**src/rtl/pulse_start_scheduler.sv**
```systemverilog
// pulse_start_scheduler: tick-timed ap_ctrl_hs start sequencer with run and overrun counting
module pulse_start_scheduler #(
  parameter int PERIOD_WIDTH = 16,
  parameter int COUNT_WIDTH = 16
) (
  input  logic                    clk_in,
  input  logic                    rst_n_in,
  input  logic                    tick_in,
  input  logic [PERIOD_WIDTH-1:0] cfg_period_in,
  input  logic [COUNT_WIDTH-1:0]  cfg_count_in,
  input  logic                    go_in,
  input  logic                    abort_in,
  output logic                    ap_start_out,
  input  logic                    ap_ready_in,
  input  logic                    ap_done_in,
  output logic                    busy_out,
  output logic                    done_out,
  output logic [COUNT_WIDTH-1:0]  runs_out,
  output logic [COUNT_WIDTH-1:0]  overrun_out
);
  typedef enum logic [2:0] {IDLE, WAIT, START, BUSY, DRAIN} state_t;
  state_t state, state_d;
  logic [PERIOD_WIDTH-1:0] period, cnt, last;
  logic [COUNT_WIDTH-1:0] count, runs_inc;
  logic abort_pend, abort_pend_d, fire, run_done, overrun, last_run, done_d;
  assign last = (period == '0) ? '0 : period - 1'b1;
  assign fire = state != IDLE && tick_in && cnt == last;
  assign runs_inc = runs_out + 1'b1;
  assign last_run = count != '0 && runs_inc == count;
  // A completed run exits through the same rules whether accept and done coincide or not
  always_comb begin
    state_d = state;
    abort_pend_d = abort_pend;
    done_d = 1'b0;
    run_done = 1'b0;
    overrun = 1'b0;
    case (state)
      IDLE: begin
        state_d = go_in ? WAIT : IDLE;
        abort_pend_d = 1'b0;
      end
      WAIT: begin
        state_d = abort_in ? IDLE : fire ? START : WAIT;
        done_d = abort_in;
      end
      START: begin
        abort_pend_d = abort_pend | abort_in;
        if (ap_ready_in && ap_done_in) begin
          run_done = 1'b1;
          done_d = abort_pend_d || last_run;
          state_d = done_d ? IDLE : fire ? START : WAIT;
        end else begin
          overrun = fire;
          if (ap_ready_in) state_d = abort_pend_d ? DRAIN : BUSY;
        end
      end
      BUSY: begin
        if (ap_done_in) begin
          run_done = 1'b1;
          done_d = abort_in || last_run;
          state_d = done_d ? IDLE : fire ? START : WAIT;
        end else begin
          overrun = fire;
          if (abort_in) state_d = DRAIN;
        end
      end
      DRAIN: begin
        run_done = ap_done_in;
        done_d = ap_done_in;
        state_d = ap_done_in ? IDLE : DRAIN;
      end
      default: state_d = IDLE;
    endcase
  end
  always_ff @(posedge clk_in or negedge rst_n_in) begin
    if (!rst_n_in) begin
      state <= IDLE;
      period <= '0;
      count <= '0;
      cnt <= '0;
      abort_pend <= 1'b0;
      ap_start_out <= 1'b0;
      busy_out <= 1'b0;
      done_out <= 1'b0;
      runs_out <= '0;
      overrun_out <= '0;
    end else begin
      state <= state_d;
      abort_pend <= abort_pend_d;
      ap_start_out <= state_d == START;
      busy_out <= state_d != IDLE;
      done_out <= done_d;
      if (state == IDLE && go_in) begin
        period <= cfg_period_in;
        count <= cfg_count_in;
        cnt <= '0;
        runs_out <= '0;
        overrun_out <= '0;
      end else begin
        if (state != IDLE && tick_in) cnt <= fire ? '0 : cnt + 1'b1;
        if (run_done) runs_out <= runs_inc;
        if (overrun && overrun_out != '1) overrun_out <= overrun_out + 1'b1;
      end
    end
  end
endmodule

```
**config.mk**
```make
export PLATFORM = sky130hd
export DESIGN_NAME = pulse_start_scheduler
export DESIGN_NICKNAME = d
export VERILOG_FILES = /design/src/rtl/pulse_start_scheduler.sv
export SDC_FILE = /design/constraint.sdc
export NUM_CORES = 1
export LEC_CHECK = 0
export BUFFER_PORTS_ARGS = -buffer_cell sky130_fd_sc_hd__buf_4
export CAP_MARGIN = 20
export CORE_ASPECT_RATIO = 1.25
export CORE_MARGIN = 2
export CORE_UTILIZATION = 54
export CTS_BUF_LIST = sky130_fd_sc_hd__clkbuf_8
export CTS_CLUSTER_SIZE = 14
export DETAILED_ROUTE_END_ITERATION = 10
export PLACE_DENSITY = 0.78
export SLEW_MARGIN = 15
export SYNTH_ARGS = -nofsm -noshare
export SYNTH_HDL_FRONTEND = slang
export SYNTH_SLANG_ARGS = --single-unit
```
**constraint.sdc**
```tcl
create_clock -name clk_in -period 3.6 [get_ports clk_in]
set_input_delay 0.54 -clock clk_in [delete_from_list [all_inputs] [get_ports clk_in]]
set_output_delay 0.54 -clock clk_in [all_outputs]
set_load 0.01 [all_outputs]
```
==> metrics.md <==
| Metric | Value |
|---|---|
| Multi-input gate area | `about 3100 um2` |
| Lkg Pwr | `slightly below 3 nW` |
| IR drop worst, VDD | `231 uV` |
| Register area share after synthesis | `about two fifths` |
| Least-Margin Pin Slew | `0.995 ns` |
| Reg clk slew, reported paths | `0.10 ns` |
| GRT Overall Usage | `between 20% and 30%` |
| Max Slew Vio Count | `0` |
| Tcrit/Tclk final | `a little over nine tenths` |
| Post-synth top area share | `between 30% and 40%` |
| Sequential cell area | `approximately 2200 um2` |
| Req. time, crit path | `3.90 ns` |
| TritonRoute pass-1 iters | `5` |
| Synth Net Count | `just over 700` |
| Initial antenna violation count | `0` |
| Max transition margin | `33.4%` |
| PwrDens | `between 300 and 400 nW/um2` |
| Busiest grt layer | `met2` |
| Register bit total from synthesis | `slightly below 90` |
| Filler cells | `859` |
| Final setup vio count | `0` |
| Yosys warning count | `0` |
| 1st-iter DRT viols | `roughly 330` |
| Number of global-route vias before repair | `~5100` |
| Layout cell share with drive strength beyond 1 | `a little under a fifth` |
| CTS tree | `yes` |
| TritonCTS buffer count | `9` |
| Max Fclk | `approximately 280 MHz` |
| Area contributors post-synth | `dfrtp_1, nand2_1, o21ai_0` |
| DR WL/cell | `17.1 um` |
| Post-synth top cells | `nand2_1, dfrtp_1, nor2_1, o21ai_0, clkbuf_1` |
| Critical path type | `reg -> reg` |
| Core Box Area | `10000 um2` |
| I/O pin cnt | `74` |
| Final min period | `between 3 and 4 ns` |
| Post-synthesis cell count | `approximately 670` |
| R2R depth | `10` |
| Largest net degree at the start of global routing | `between 80 and 90` |
| Full die area | `11000 um2` |
| Number of port buffers | `73` |
| HP Class | `in -> async` |
| Setup skew after layout | `0.0121 ns` |
| Vias | `about 5300` |
| Number of max-cap violations | `0` |
| Crit-path max FO | `6` |
| Critical Path Start Type | `register` |
| GRT met2 Usage | `between 40% and 50%` |
| M3 GR Usage | `4.99%` |
| Number of synthesized flops with an enable pin | `0` |
| Power, Total | `approximately 2.5 mW` |
| NumNets Final | `780` |
| P&R area growth vs syn | `17.5%` |
| Drt total wl | `about 15 mm` |
| Status | `finished, final reports clean` |
| Count leader, synth | `nand2_1` |
| H-tree level count | `3` |
| Crit end category | `register` |
| Die Ht | `~120 um` |
| Vias per inst | `~6.1` |
| # diodes | `0` |
| Detail Route Antenna Nets | `0` |
| Biggest area consumer among synthesized cells | `dfrtp_1` |
| Syn_area_per_cell | `about 8.3 um2` |
| Synth async-reset ratio | `100%` |
| Die W | `roughly 94 um` |
| Rows | `41` |
| Global-route wire length before repair | `about 24 mm` |
| Commonest register cell after synthesis | `dfrtp_1` |
| Netlist Area Pre-Place | `5520 um2` |
| Initial cell density of the core | `between 50 and 60%` |
| Later-pin clock latency in the skew report | `between 0.3 and 0.4 ns` |
| Fin cells | `approximately 870` |
| Residual DRC count | `0` |
| Remaining global-route overflow | `0` |
| Sink Count | `between 80 and 90` |
| CTS Root Cell | `clkbuf_8` |
| Cts hold-fix bufs | `0` |
| HPWL after detailed placement | `roughly 10 mm` |
| GR Util met1 | `between 30% and 40%` |
| Yosys cell types | `74` |
| Final GP Congestion | `about 0.95` |
| Critical Path AT | `between 3 and 4 ns` |
| Clock buffer depth | `2` |
| Cells after DPL | `853` |
| Fin. Hold Viols | `0` |
## cell type report
class | count | share of cell area [%]
Inverter | 13 | 0.753
Tap cell | 129 | 2.49
Timing Repair Buffer | 98 | 11.8
Clock buffer | 9 | 1.91
Clock inverter | 7 | 0.869
Sequential cell | 87 | 33.6
Multi-Input combinational cell | 528 | 48.6
## cell usage in the layout (no fill, tap or decap), types with 5 or more instances in the layout
cell type / netlist / routed
nand2_1: 143 / 142
buf_4: 1 / 95
dfrtp_1: 87 / 87
nor2_1: 41 / 41
o21ai_0: 41 / 41
nand3_1: 25 / 25
a21oi_1: 20 / 20
nand4_1: 19 / 19
xor2_1: 17 / 17
nor3_1: 16 / 16
xnor2_1: 15 / 15
and3_1: 14 / 14
mux2i_1: 14 / 14
inv_1: 13 / 13
nor4_1: 14 / 13
nand2b_1: 13 / 13
a31oi_1: 11 / 11
o31ai_1: 10 / 10
or3_1: 9 / 9
clkbuf_8: 0 / 9
or4_1: 8 / 8
nand3b_1: 6 / 6
nor2b_1: 5 / 5
a31o_1: 5 / 5
## state kept, by name (all words and copies together), names as in the netlist
name / count
abort_pend: 1
ap_start_out: 1
done_out: 1
cnt: 16
count: 16
busy_out: 1
runs_out: 16
period: 16
state: 3
overrun_out: 16
## per-layer routing
metal	wire length [um]	vias up
met5	0	-
met4	327	0
met3	723	36
met2	7690	189
met1	6150	2568
li1	-	2551
## metrics by stage
stage | TNS [ns] | setup WS [ns] | util [%] | instance area [um2] | hold slack, ns
final | 0 | 0.0901 | 64.8 | 6480 | 0.226
after global routing | -0.0402 | -0.0307 | 64.8 | 6480 | 0.283
after CTS | 0 | 0.0329 | 64.4 | 6440 | 0.344
after detailed placement | 0 | 0.0496 | 62.6 | 6260 | 0.518
after global placement | 0 | 0.182 | 62.6 | 6260 | 0.504
after floorplan | 0 | 0.0474 | - | 5520 | 0.244
## worst paths after layout
kind,startpoint,end,slack (ns)
hold reg to reg,overrun_out[15]$_DFFE_PN0P_,overrun_out[15]$_DFFE_PN0P_,0.54
min in group clk_in,cfg_period_in[5],period[5]$_DFFE_PN0P_,0.35
hold / removal,rst_n_in,period[11]$_DFFE_PN0P_,0.23
setup / recovery,period[1]$_DFFE_PN0P_,overrun_out[3]$_DFFE_PN0P_,0.09
max in group asynchronous,rst_n_in,runs_out[13]$_DFFE_PN0P_,2.84
setup reg to reg,period[1]$_DFFE_PN0P_,overrun_out[3]$_DFFE_PN0P_,0.09
## timing repair
| action | 4_1_cts | 5_1_grt |
|---|---|---|
| gates resized for setup | 0 | 5 |
| buffers inserted | 0 | 2 |
| hold endpoints to repair | 0 | 0 |
| endpoints found under the setup margin | 0 | 35 |
## kinds of logic (layout without fill, tap and decap cells)
group / after synthesis / after routing / synth area share [%]
DFF: 87 / 87 / 39.5
adders and majority gates: 4 / 4 / 0.907
AOI/OAI and AO/OA: 135 / 135 / 16.7
and+or+nand+nor: 343 / 343 / 31.4
xor gates and xnor gates: 32 / 32 / 5.08
buffers and inverters: 53 / 127 / 3.92
muxes: 14 / 14 / 2.54
## critical path, cell delays in order, from the launching register on
cell and delay [ns]:
dfrtp_1 0.41, inv_1 0.09, ha_2 0.17, or4b_4 0.50, or4_4 0.52, mux2i_1 0.16
nor4_2 0.29, nand4_1 0.20, or4_4 0.59, or3_1 0.36, a21oi_1 0.14
## report_power, final
group / total [mW] / switching (mW) / internal [mW]
Clock: 0.653 / 0.395 / 0.258
Sequential: 1.19 / 0.128 / 1.06
Combinational: 0.629 / 0.352 / 0.277
Total: 2.47 / 0.875 / 1.60
Note: power is estimated with default switching activity, not from simulation.
